--- src/rtl/ball_ctl.sv ---
// ball_ctl: ball position, bounce, loss and lives controller.
// The ball moves by SPEED pixels per axis on each frame tick.
// Block hits come from collision_detector, and the ball also bounces off the
// top wall, the side walls and the paddle. A lost ball costs a life.
module ball_ctl #(
    parameter int SPEED       = 1,
    parameter int RADIUS      = 10,
    parameter int X_MAX       = 1023,
    parameter int Y_LOST      = 756,
    parameter int PADDLE_Y    = 700,
    parameter int PADDLE_W    = 128,
    parameter int COOLDOWN    = 4,
    parameter int LOST_FRAMES = 60,
    parameter int LIVES       = 3
) (
    input  logic        pclk,
    input  logic        rst_n,
    input  logic        tick,
    input  logic        launch,
    input  logic [11:0] paddle_x,
    input  logic [15:0] collision_det,
    output logic [11:0] x_pos,
    output logic [11:0] y_pos,
    output logic        ball_lost,
    output logic [1:0]  lives,
    output logic        game_over
);

    // 13-bit working width, so that sums of 12-bit positions never wrap
    localparam logic [12:0] SPD      = 13'(SPEED);
    localparam logic [12:0] RAD      = 13'(RADIUS);
    localparam logic [12:0] X_HI     = 13'(X_MAX - RADIUS);
    localparam logic [12:0] TURN_L   = 13'(RADIUS + SPEED);
    localparam logic [12:0] TURN_R   = 13'(X_MAX - RADIUS - SPEED);
    localparam logic [12:0] Y_TOP    = 13'(RADIUS + SPEED);
    localparam logic [12:0] PAD_HIT  = 13'(PADDLE_Y - SPEED);
    localparam logic [12:0] PAD_Y    = 13'(PADDLE_Y);
    localparam logic [12:0] PAD_W    = 13'(PADDLE_W);
    localparam logic [12:0] HALF_W   = 13'(PADDLE_W / 2);
    localparam logic [12:0] LOST_Y   = 13'(Y_LOST);
    localparam logic [11:0] SERVE_Y  = 12'(PADDLE_Y - RADIUS);
    localparam logic [7:0]  COOL_INI = 8'(COOLDOWN);
    localparam logic [15:0] LOST_END = 16'(LOST_FRAMES - 1);
    localparam logic [1:0]  LIVES_IN = 2'(LIVES);

    typedef enum logic [1:0] {S_IDLE, S_RUN, S_LOST, S_OVER} state_t;

    state_t      state, state_n;
    logic        dx_right, dx_n;
    logic        dy_down, dy_n;
    logic [7:0]  cool, cool_n;
    logic        coll_pend, pend_n;
    logic [15:0] lost_cnt, cnt_n;
    logic [11:0] x_n, y_n;
    logic [1:0]  lives_n;
    logic        lost_n, over_n;
    logic        hit, pend_eff, nd, nr;
    logic [12:0] ny;

    // Serve position above the paddle centre, kept inside the right wall
    function automatic logic [11:0] track_x(input logic [11:0] px);
        logic [12:0] s;
        s = {1'b0, px} + HALF_W;
        if (s > X_HI) s = X_HI;
        return s[11:0];
    endfunction

    // One horizontal step, held inside [RADIUS, X_MAX-RADIUS]
    function automatic logic [11:0] step_x(input logic [11:0] x, input logic right);
        logic [12:0] s;
        if (right) begin
            s = {1'b0, x} + SPD;
            if (s > X_HI) s = X_HI;
        end else if ({1'b0, x} < RAD + SPD) begin
            s = RAD;
        end else begin
            s = {1'b0, x} - SPD;
        end
        return s[11:0];
    endfunction

    // One vertical step; upward motion stops at RADIUS, downward is left
    // unclamped here so the caller can detect the loss line
    function automatic logic [12:0] step_y(input logic [11:0] y, input logic down);
        logic [12:0] s;
        if (down)                        s = {1'b0, y} + SPD;
        else if ({1'b0, y} < RAD + SPD)  s = RAD;
        else                             s = {1'b0, y} - SPD;
        return s;
    endfunction

    assign hit      = (collision_det != 16'd0) && (cool == 8'd0);
    assign pend_eff = coll_pend | hit;

    // State and datapath registers, all restored by the synchronous reset
    always_ff @(posedge pclk) begin
        if (!rst_n) begin
            state     <= S_IDLE;
            x_pos     <= track_x(paddle_x);
            y_pos     <= SERVE_Y;
            dx_right  <= 1'b1;
            dy_down   <= 1'b0;
            lives     <= LIVES_IN;
            cool      <= 8'd0;
            coll_pend <= 1'b0;
            lost_cnt  <= 16'd0;
            ball_lost <= 1'b0;
            game_over <= 1'b0;
        end else begin
            state     <= state_n;
            x_pos     <= x_n;
            y_pos     <= y_n;
            dx_right  <= dx_n;
            dy_down   <= dy_n;
            lives     <= lives_n;
            cool      <= cool_n;
            coll_pend <= pend_n;
            lost_cnt  <= cnt_n;
            ball_lost <= lost_n;
            game_over <= over_n;
        end
    end

    // Next state: direction resolution, movement, loss and lives
    always_comb begin
        state_n = state;
        x_n     = x_pos;
        y_n     = y_pos;
        dx_n    = dx_right;
        dy_n    = dy_down;
        lives_n = lives;
        cool_n  = cool;
        pend_n  = 1'b0;
        cnt_n   = lost_cnt;
        lost_n  = 1'b0;
        over_n  = game_over;
        nd      = dy_down;
        nr      = dx_right;
        ny      = {1'b0, y_pos};

        case (state)
            S_IDLE: begin
                x_n = track_x(paddle_x);
                y_n = SERVE_Y;
                if (tick && launch) begin
                    state_n = S_RUN;
                    dx_n    = 1'b1;
                    dy_n    = 1'b0;
                    x_n     = step_x(track_x(paddle_x), 1'b1);
                    ny      = step_y(SERVE_Y, 1'b0);
                    y_n     = ny[11:0];
                end
            end

            S_RUN: begin
                if (!tick) begin
                    pend_n = pend_eff;
                end else begin
                    // Block hit reverses vertical direction and starts the cooldown
                    if (pend_eff) begin
                        nd     = ~dy_down;
                        cool_n = COOL_INI;
                    end else if (cool != 8'd0) begin
                        cool_n = cool - 8'd1;
                    end
                    // Top wall wins over a block hit: a single reversal only
                    if ({1'b0, y_pos} <= Y_TOP) nd = 1'b1;
                    if (nd && ({1'b0, y_pos} + RAD >= PAD_HIT) && ({1'b0, y_pos} < PAD_Y) &&
                        (paddle_x <= x_pos) && ({1'b0, x_pos} <= {1'b0, paddle_x} + PAD_W))
                        nd = 1'b0;
                    if ({1'b0, x_pos} <= TURN_L) nr = 1'b1;
                    if ({1'b0, x_pos} >= TURN_R) nr = 1'b0;

                    dx_n = nr;
                    dy_n = nd;
                    x_n  = step_x(x_pos, nr);
                    ny   = step_y(y_pos, nd);
                    if (ny >= LOST_Y) begin
                        y_n     = LOST_Y[11:0];
                        lost_n  = 1'b1;
                        if (lives != 2'd0) lives_n = lives - 2'd1;
                        state_n = S_LOST;
                        cnt_n   = 16'd0;
                        cool_n  = 8'd0;
                    end else begin
                        y_n = ny[11:0];
                    end
                end
            end

            S_LOST: begin
                if (tick) begin
                    if (lost_cnt >= LOST_END) begin
                        cnt_n = 16'd0;
                        dx_n  = 1'b1;
                        dy_n  = 1'b0;
                        if (lives != 2'd0) begin
                            state_n = S_IDLE;
                        end else begin
                            state_n = S_OVER;
                            over_n  = 1'b1;
                        end
                    end else begin
                        cnt_n = lost_cnt + 16'd1;
                    end
                end
            end

            S_OVER: begin
                over_n = 1'b1;
            end

            default: begin
                state_n = S_IDLE;
            end
        endcase
    end

endmodule
--- config.mk ---
export PLATFORM = sky130hd
export DESIGN_NAME = ball_ctl
export DESIGN_NICKNAME = d
export VERILOG_FILES = /design/src/rtl/ball_ctl.sv
export SDC_FILE = /design/constraint.sdc
export NUM_CORES = 1
export LEC_CHECK = 0
export CAP_MARGIN = 20
export CELL_PAD_IN_SITES_DETAIL_PLACEMENT = 1
export CELL_PAD_IN_SITES_GLOBAL_PLACEMENT = 1
export CORE_ASPECT_RATIO = 0.75
export CORE_MARGIN = 2
export CORE_UTILIZATION = 38
export DETAILED_ROUTE_END_ITERATION = 10
export GPL_TIMING_DRIVEN = 0
export PLACE_DENSITY_LB_ADDON = 0.1
export SYNTH_ARGS = -nofsm -noshare
export SYNTH_HDL_FRONTEND = slang
export SYNTH_SLANG_ARGS = --single-unit
export TNS_END_PERCENT = 30
--- constraint.sdc ---
create_clock -name pclk -period 3.8 [get_ports pclk]
set_input_delay 0.76 -clock pclk [delete_from_list [all_inputs] [get_ports pclk]]
set_output_delay 0.76 -clock pclk [all_outputs]
set_load 0.02 [all_outputs]
======== Word-level counts from Yosys, hierarchy flattened ========
Cells that the tools add are included.
cells by class
  $add $sub $neg .......................... 11
  magnitude comparators ................... 14
  eq/ne operators ......................... 11
  multiplexer cells ....................... 60
  bitwise operators ....................... 4
  reduce and logical (&&, ||, !) cells .... 26
operator list
  kind                     number
  $mux W12                 12
  $mux W16                 4
  $mux W13                 4
  $pmux W12 S2             2
  $add A12 B1 Y13 const B  3
  $gt A13 B10 Y1 const B   3
  $pmux W16 S2             1
  $ge A13 B10 Y1 const B   2
  $le A12 B4 Y1 const B    2
  $lt A12 B4 Y1 const B    2
  $mux W8                  3
  $mux W1                  23
  $add A16 B1 Y16 const B  1
  $ge A16 B6 Y1 const B    1
  $reduce_bool A16 Y1      1
  $mux W2                  7
  $add A12 B4 Y13 const B  1
  $add A12 B7 Y13 const B  1
  $add A12 B8 Y13 const B  1
  $le A12 B13 Y1           1
  $sub A12 B1 Y13 const B  1
  $ge A12 B10 Y1 const B   1
  $le A12 B12 Y1           1
  $lt A12 B10 Y1 const B   1
  25 further kinds         47
word-level totals
  flip-flop bits (word level) ............. 57
  bits of input ports ..................... 32
  output and inout port bits .............. 28

======== Depth between registers and ports, before layout ========
  word-level depth ........................ 21
  mapped depth ............................ 20
  mapped depth without buffers ............ 19

======== Least setup slack after synthesis ========
Ideal clock, no wire load.
  path kind ............................... in2reg
  start ................................... in paddle_x[6]
  end ..................................... reg x_pos[0], data pin
  library setup time ...................... 0.180 ns
  arrival time ............................ 3.913 ns
  required time ........................... 3.620 ns
  slack ................................... -0.293 ns
  stages on the path ...................... 18
  path buffers ............................ 1
  path through ............................ inv_1 ha_1 or3_1 a21oi_1 o21ai_0 o21ba_2 o21a_1 clkbuf_1 nand2_1 inv_1 ha_1 nand3b_1 a41o_1 a211oi_1 o2111ai_1 o211ai_1 mux2i_1 a221oi_1
between the ends
  cells in the longest elaborated chain, start to end .. 11
ends and longest elaborated chain
  element               RTL line  RTL
  start, declared       20        input logic [11:0] paddle_x,
  $add A12 B7 Y13 (*)   63        s = {1'b0, px} + HALF_W;
  $gt A13 B10 Y1        64        if (s > X_HI) s = X_HI;
  $mux W12 (*)          64
  $mux W12              145       if (tick && launch) begin
  $mux W12              141       case (state)
  $add A12 B1 Y13       72        s = {1'b0, x} + SPD;
  $gt A13 B10 Y1        73        if (s > X_HI) s = X_HI;
  $mux W12              73
  $mux W12              145
  $pmux W12 S2          141
  $mux W12 (*)          97        if (!rst_n) begin
  end signal, assigned  99        x_pos <= track_x(paddle_x);
  end signal, assigned  111       x_pos <= x_n;
  end, declared         22        output logic [11:0] x_pos,
Mark *: on every way between the ends. The rest lies on a longest branch, timed or not. The select of a mux whose other input is x is not followed.
A chain may end at the register's enable or synchronous reset.

======== Worst setup path in the final report ========
  start ................................... in paddle_x[6]
  end ..................................... reg x_pos[2], data pin
The elaborated chain is that of the path after synthesis.

==> metrics.txt <==
critical path launch point paddle_x[6]; first-pass GRT wire length 33900 microns; FMAX 259 MHz; share of Yosys cell area claimed by the top area cell type 16.8%; unrepaired setup endpoints after global routing true; number of cells produced by synthesis 709; multi-input combinational cell area 4170 sq um; origin of the worst min-delay path game_over$_SDFFE_PN0P_; CTS buffer count 9; min cycle time layout 3.87 ns; Critical Path Sink Type flop; Logic pwr share 63.2%; stage delay of the slowest cell on the critical path 0.37 ns; flop and latch count out of synthesis 57; portion of the post-synthesis area used by sequential elements 23.6%; post-layout total power 4.92 mW; number of warnings printed during yosys synthesis 0; total negative slack for setup checks -0.0867 ns; worst ir drop on vdd 0.302 mV; worst skew pair latency 0.34 ns; routed length per placed instance 21.9 microns; depth of the critical timing path with buffers and inverters included 19; post-synth cell types 70; outcome finished, violations left; PortBufs 59; total length of routed wires 21500 microns; vias per cell 6.24; remaining design rule violation count 0; layout cells sized above 1 15.5%; count of endpoints failing setup in the final report 3; cell chosen for the clock root clkbuf_16; Max transition margin 26.0%; type of the worst setup path in -> reg; Die Y 107 microns; Post-synth EDFFs 12; CP Data Required Time 3.95 ns; net count reported at finish 878; Crit path buffers/inverters 3; cells along the critical path buf_12 > inv_8 > ha_4 > or3_4 > a21oi_4 > a21oi_2 > o21ba_4 > o21ai_4 > nor2_4 > inv_2 > ha_4 > nand3_4 > nor2_4 > xnor2_1 > nor4_2 > o2111ai_2 > o21ai_1 > o221ai_1 > a31oi_1; share of async-settable or async-resettable flops after synthesis 0%; diodes inserted 0; number of detailed-route iterations in the first pass 5; category of cells accounting for the largest share of critical-path delay compound AO/OA/AOI/OAI gates; Layout Skew 0.00943 ns; Syn Area/Cell 7.55 sq um; share of power burned in registers 19.1%; total clock sinks 57; actual slew at the worst max-slew pin 1.10 ns; part of the cycle the worst path needs 102%; Max stage delay cell, worst path nor4_2; cell area after synthesis 5350 sq um; TritonCTS clock tree yes; Overall Global Routing Usage 28.6%; final count of pins violating max slew 0; largest area contributor in the netlist dfxtp_1; number of cells on the worst reg-to-reg path 13; vias after detailed routing 6126; clock network fraction of total power 17.7%; number of cells on the worst hold path 2; IO Pins 60; worst path setup slack after routing -0.0670 ns; launching point of the worst reg2reg path y_pos[1]$_SDFFE_PN1P_; placed instance area 6200 sq um; failing checks setup timing; Leak Pwr 2.71 nW; number of max-cap violations 0; startpoint kind of the worst setup timing path input port; clock transition at the register clock pins on the worst setup and hold paths after CTS 0.06 ns; drt first-iter violations 583; Internal Pwr Total 2.45 mW; vias in the first global route 6091; CTS Buffer Depth 2; switching share of total power 50.2%; aggregate global routing overflow 0; maximum net fanout on the critical path 5; GP Congestion 0.968; effective utilization at floorplan 38.9%; number of antenna violations at the first check in global routing 0; power density cells 693 nW/um^2; core area 13700 sq um; number of rows created at floorplan 37; area used by sequential logic in the layout 1260 sq um; final count of hold timing violations 0; worst hold path type reg -> reg; data arrival time of the critical path 4.01 ns; die extent in x 141 microns; cells taking the most area after synthesis dfxtp_1, ha_1, edfxtp_1, nand2_1, o21ai_0; maximum number of pins on one net before global-route repair 14; Final ANT Viol Nets 0; net count after synthesis 785; most common cell after layout, fill and taps aside nand2_1; commonest cells after routing, fill and taps aside nand2_1, clkdlybuf4s50_1, nor2_1; deepest level of the CTS H-tree 3; fill cell count 1645; HPWL after detailed placement 15600 microns; most used flip-flop cell after synthesis dfxtp_1; Layout Cell Area excl Fill 7110 sq um; Total Die Area 15100 sq um; switching pwr 2.47 mW; synth-to-layout area growth 32.8%
[final cells by class]
cell class	count	area share, %
Timing Repair Buffer	84	10.9
Sequential cell	57	17.8
Multi-Input combinational cell	573	58.6
Tap cell	175	3.08
Buffer	34	2.75
Clock inverter	5	0.845
Clock buffer	11	3.56
Inverter	43	2.46
[sequential cells by signal (all words and copies together), names as in the netlist]
name	flops
lost_cnt	16
x_pos	12
y_pos	12
cool	8
lives	2
state	2
ball_lost	1
coll_pend	1
dx_right	1
dy_down	1
game_over	1
[power by group through the flow]
stage                     registers [mW]  clock network (mW)  logic [mW]
after global placement             0.931                   0        2.54
after global routing               0.963               0.912        3.33
after floorplan                    0.949                   0        1.70
after detailed placement           0.937                   0        2.61
final                              0.942               0.872        3.11
after CTS                          0.931               0.879        2.91
[logic make-up after synthesis]
kind of cell,Yosys count,synth area share [%]
AND/OR/NAND/NOR,282,26.9
buffers and inverters,79,5.68
AO/OA/AOI/OAI,204,26.1
XOR/XNOR,29,4.74
multiplexers,14,2.71
adder cells (fa/ha/maj),44,10.3
flip-flops,57,23.6
[cells in the mapped netlist, types with 3 or more instances]
| library cell | count |
|---|---|
| a21oi_1 | 36 |
| xor2_1 | 9 |
| nand4_1 | 20 |
| o2111ai_1 | 6 |
| mux2_2 | 4 |
| nand2b_1 | 7 |
| o22ai_1 | 8 |
| nor2b_1 | 5 |
| ha_1 | 44 |
| nor3b_1 | 3 |
| or2_2 | 3 |
| clkbuf_1 | 30 |
| o21ai_0 | 44 |
| o211ai_1 | 5 |
| o221ai_1 | 6 |
| mux2i_1 | 10 |
| o31ai_1 | 4 |
| nor2_1 | 48 |
| buf_2 | 6 |
| a41o_1 | 3 |
| a211oi_1 | 10 |
| nor3_1 | 27 |
| o21a_1 | 6 |
| dfxtp_1 | 45 |
| or3_1 | 15 |
| o2bb2ai_1 | 5 |
| xnor2_1 | 20 |
| a22oi_1 | 4 |
| nand2_1 | 66 |
| and3_1 | 23 |
| nand3_1 | 28 |
| nand4b_1 | 4 |
| a32oi_1 | 5 |
| a31oi_1 | 24 |
| o311ai_0 | 3 |
| nor4_1 | 18 |
| inv_1 | 42 |
| and2_1 | 8 |
| edfxtp_1 | 12 |
[stage by stage]
stage,instances,hold WS [ns],setup slack [ns],util (%)
after CTS,979,0.483,-0.0860,50.7
after floorplan,709,0.432,0.0130,-
after global routing,982,0.498,-0.151,51.7
after detailed placement,943,0.468,-1.78,45.1
final,982,0.483,-0.0670,51.7
after global placement,943,0.460,-1.72,45.1
[layer usage]
layer / track usage (%) / wire (microns) / part of all wire (%)
met3: 7.50 / 1520 / 7.1
met4: 4.79 / 129 / 0.60
met5: 0 / 0 / 0
met1: 42.3 / 10700 / 49
met2: 42.3 / 9230 / 43
[tightest hold or removal path: cells and delay by family (launching register included)]
family        cells  cell delay [ns]
flops             1             0.33
simple gates      2             0.12
[path summary, 6_finish.rpt]
kind	end	slack, ns
worst max-delay path	x_pos[2]$_DFFE_PP_	-0.07
worst min-delay path	game_over$_SDFFE_PN0P_	0.48
worst max register to register	y_pos[7]$_SDFFE_PN1P_	0.10
worst min register to register	game_over$_SDFFE_PN0P_	0.48
[repair_timing]
action                                 in CTS  in global routing
pin swaps                                  24                 17
setup endpoints to repair                  47                 45
hold buffers                                0                  0
endpoints found under the hold margin       0                  0
gates resized for setup                   103                 43
buffers inserted                           21                  4
Power figures use the tool's default switching activity.
